$ cat src/rtl/par_delay_line.sv
// Tap-selectable, clock-enabled delay line with saturating fill tracking.
// Optional macro PAR_DELAY_LINE_OUT_REG_EN registers out/valid (one extra clock of latency).
module par_delay_line #(
  parameter int unsigned WIDTH = 8,
  parameter int unsigned DEPTH = 16,
  parameter int unsigned SEL_W = 4
) (
  input  logic             clk,
  input  logic             rst_n,
  input  logic             ce,
  input  logic             flush,
  input  logic [SEL_W-1:0] tap,
  input  logic [WIDTH-1:0] in,
  output logic [WIDTH-1:0] out,
  output logic             valid,
  output logic [SEL_W:0]   fill
);

  localparam logic [SEL_W-1:0] MAX_TAP  = SEL_W'(DEPTH - 1);
  localparam logic [SEL_W:0]   FILL_MAX = (SEL_W + 1)'(DEPTH);
  localparam logic [SEL_W:0]   FILL_ONE = (SEL_W + 1)'(1);

  logic [WIDTH-1:0] stage [DEPTH];
  logic [SEL_W:0]   fill_q;
  logic [SEL_W-1:0] eff_tap;
  logic [WIDTH-1:0] out_c;
  logic             valid_c;

  // Flush shares the reset path; a concurrent ce is deliberately dropped.
  always_ff @(posedge clk) begin
    if (!rst_n || flush) begin
      for (int unsigned i = 0; i < DEPTH; i++) begin
        stage[i] <= '0;
      end
      fill_q <= '0;
    end else if (ce) begin
      stage[0] <= in;
      for (int unsigned i = 1; i < DEPTH; i++) begin
        stage[i] <= stage[i-1];
      end
      if (fill_q != FILL_MAX) begin
        fill_q <= fill_q + FILL_ONE;
      end
    end
  end

  // Out-of-range taps clamp to the last stage so storage is never over-indexed.
  always_comb begin
    eff_tap = tap;
    if (tap > MAX_TAP) begin
      eff_tap = MAX_TAP;
    end
  end

  always_comb begin
    out_c = '0;
    for (int unsigned i = 0; i < DEPTH; i++) begin
      if (eff_tap == SEL_W'(i)) begin
        out_c = stage[i];
      end
    end
    valid_c = (fill_q > {1'b0, eff_tap});
  end

  assign fill = fill_q;

`ifdef PAR_DELAY_LINE_OUT_REG_EN
  logic [WIDTH-1:0] out_q;
  logic             valid_q;

  always_ff @(posedge clk) begin
    if (!rst_n || flush) begin
      out_q   <= '0;
      valid_q <= 1'b0;
    end else begin
      out_q   <= out_c;
      valid_q <= valid_c;
    end
  end

  assign out   = out_q;
  assign valid = valid_q;
`else
  assign out   = out_c;
  assign valid = valid_c;
`endif

endmodule

$ cat config.mk
export PLATFORM = sky130hd
export DESIGN_NAME = par_delay_line
export DESIGN_NICKNAME = d
export VERILOG_FILES = /design/src/rtl/par_delay_line.sv
export SDC_FILE = /design/constraint.sdc
export NUM_CORES = 1
export LEC_CHECK = 0
export CELL_PAD_IN_SITES_DETAIL_PLACEMENT = 1
export CELL_PAD_IN_SITES_GLOBAL_PLACEMENT = 1
export CORE_ASPECT_RATIO = 2
export CORE_UTILIZATION = 40
export CTS_BUF_LIST = sky130_fd_sc_hd__clkbuf_4
export CTS_CLUSTER_DIAMETER = 200
export DETAILED_ROUTE_END_ITERATION = 8
export PLACE_DENSITY_LB_ADDON = 0.3
export SLEW_MARGIN = 5
export SYNTH_ARGS = -nofsm -noshare
export SYNTH_HDL_FRONTEND = slang
export SYNTH_SLANG_ARGS = --single-unit
$ cat constraint.sdc
create_clock -name clk -period 7.8 [get_ports clk]
set_input_delay 0.78 -clock clk [delete_from_list [all_inputs] [get_ports clk]]
set_output_delay 0.78 -clock clk [all_outputs]
set_load 0.1 [all_outputs]
==> impl_results.md <==
- Number of flops mapped to enable cells by yosys: 128
- Hold WC Path Type: flip-flop to flip-flop
- Worst setup EP type: output port
- FILL cells: 1699
- Post_cts resized: 0
- Port-buffer cells: 29
- HPWL Detailed: 9.49 mm
- Startpoint types: input pin
- Peak VDD IR: 0.100 mV
- Synth Area in Adders: 1.15%
- Final number of setup-violating endpoints: 0
- Initial DRC count: 285
- Largest net degree at the start of global routing: 108
- Maximum fanout along the worst path: 19
- Core Area: 15900 µm²
- Placed instance area: 6900 µm²
- Commonest non-fill, non-tap cell in the layout: edfxtp_1
- Nets@finish: 559
- Largest family of logic cells by synthesized area: simple AND/OR/NAND/NOR gates
- Share of post-route cells with drive strength above 1: 9.84%
- Worst Clk Skew: 0.0109 ns
- First-pass GRT wire length: 24.5 mm
- Yosys warning count: 0
- Worst Hold Margin: 0.563 ns
- Seq/Total Area, Yosys: 60.2%
- Clock slew at reported path FFs: 0.11 ns
- Synthesized area per cell: 12.5 µm²
- P&R area growth vs syn: 9.26%
- P_leak: 2.98 nW
- Die Span X: 92.5 µm
- Most frequent cells in the layout: edfxtp_1, and3_1, and2_1
- Pwr dens: 199 nW/µm²
- IO Count: 30
- Hold-fix buffer count after cts: 0
- Final Max Tran Viols: 0
- CTS sink cnt: 133
- Buf+Inv Stages, Crit Path: 4
- R2R setup slack: 6.48 ns
- Setup TNS: 0 ns
- Die ar.: 16900 µm²
- GP Congestion: 0.840
- Syn Nets: 548
- Global Route Usage Sum: 19.1%
- Status: completed
- Postcts setup bufs: 0
- Period utilization: 65.7%
- Final instance area: 7160 µm²
- Vias in the first global route: 4602
- Residual DRC: 0
- Slowest stage delay, CP: 1.20 ns
- Hold Vio Cnt, Final: 0
- Achievable Freq: 195 MHz
- GRT overflow: 0
- Most used cell, CP: clkdlybuf4s50_1
- Worst path arrival time: 4.35 ns
- Number of synthesized register bits: 133
- Slew headroom: 33.7%
- Cells after synthesis: 526
- Distinct cell type count after synthesis: 54
- Least-Margin Pin Slew: 0.992 ns
- Final wirelength: 14.8 mm
- Family with the most delay on the worst path: buffers and inverters
- Vias: 4252
- Worst path slowest cell: clkdlybuf4s50_1
- Worst-Skew Late Latency: 0.53 ns
- Worst EP required: 7.02 ns
- Via density: 5.66
- Antenna-violating nets left: 0
- Setup Crit Path Kind: input pin to output port
- Die height: 183 µm
- Antenna violations before repair: 1
- CTS buffer count: 17
- First drt pass iteration count: 6
- Clock Tree Buf Depth: 2
- Crit-path cells: clkdlybuf4s50_1 -> buf_4 -> inv_1 -> and3_1 -> a31oi_1 -> o211a_1 -> o22ai_1 -> clkdlybuf4s50_1
- Post-Syn Area: 6560 µm²
- Final Non-Filler Cells: 751
- Standard-cell rows: 65
- WL/cell: 19.8 µm
- Post-synthesis xor/xnor area fraction: 0.534%
- RSZ-0062 raised after global routing: false
- Final Critical Period: 5.13 ns
- Total power: 0.00143 W
- Initial Util: 41.3%
- CTS tree: done
- Synth async-reset ratio: 0%
- Placed insts: 719
- Max-Cap Viols: 0
- Compound-Gate Fraction of Synth Area: 8.68%
- CTS Root Cell: clkbuf_4
- Synth Area in Simple Gates: 19.2%
- Post-synthesis mux area share: 5.63%
- H-tree depth: 4
- Main synth FF type: edfxtp_1
-- flip-flops by register name, indices dropped and copies added, names as in the netlist --
signal / flops
stage: 128
fill: 5
-- per-stage QoR --
step	setup slack (ns)	utilization [%]
6_report	2.67	45.2
5_1_grt	2.56	45.2
4_1_cts	2.67	45.2
3_5_place_dp	2.67	43.5
3_3_place_gp	2.68	43.5
2_1_floorplan	2.61	-
-- metal layers --
metal	vias to the layer above	share of wire [%]	track usage, %
li1	2016	-	-
met1	2157	42	22.8
met2	54	53	32.6
met3	25	2.4	3.94
met4	0	2.6	8.63
met5	-	0	0
-- cells by family after synthesis --
family / count (synthesis)
compound gates: 81
flops: 133
buf+inv: 58
simple gates: 214
fa+ha+maj: 6
mux: 30
xor+xnor: 4
-- layout make-up --
| cell class | count | area, µm² | share of cell area, % |
|---|---|---|---|
| clock inverters | 12 | 114 | 1.59 |
| flip-flops and latches | 133 | 3940 | 55.1 |
| multi-input cells | 335 | 2320 | 32.4 |
| diodes | 1 | 2.50 | 0.0349 |
| well taps | 201 | 251 | 3.51 |
| clock buffers | 19 | 143 | 1.99 |
| repair buffers | 36 | 333 | 4.65 |
| inverters | 14 | 52.6 | 0.734 |
-- synth_stat cells (5+ instances only) --
| library cell | number | area share [%] |
|---|---|---|
| o211ai_1 | 6 | 0.69 |
| nand2_1 | 7 | 0.40 |
| and3_1 | 87 | 8.3 |
| and2_1 | 42 | 4.0 |
| mux4_2 | 5 | 1.7 |
| mux2i_1 | 20 | 3.1 |
| buf_2 | 11 | 0.84 |
| a21oi_1 | 18 | 1.4 |
| nor2b_1 | 13 | 1.2 |
| dfxtp_1 | 5 | 1.5 |
| mux2_2 | 5 | 0.86 |
| buf_6 | 5 | 0.86 |
| edfxtp_1 | 128 | 59 |
| nand3_1 | 8 | 0.61 |
| inv_1 | 13 | 0.74 |
| nor2_1 | 29 | 1.7 |
| buf_4 | 5 | 0.57 |
| clkbuf_1 | 22 | 1.3 |
| o21ai_0 | 8 | 0.61 |
| o22ai_1 | 9 | 0.86 |
| nand2b_1 | 6 | 0.57 |
| ha_1 | 6 | 1.1 |
-- report_power, final --
group,internal [W],switching (W)
combinational,0.0000503,0.000110
sequential,0.000813,0.0000169
clock,0.000190,0.000246
total,0.00105,0.000373
-- path summary, 6_finish.rpt --
kind,startpoint,to,cells after the start
setup / recovery,tap[2],out[7],8
hold / removal,stage[2][17],stage[2][25],1
setup reg to reg,fill[0],fill[0],6
hold reg to reg,stage[2][17],stage[2][25],1
(Power assumes the default switching activity.)
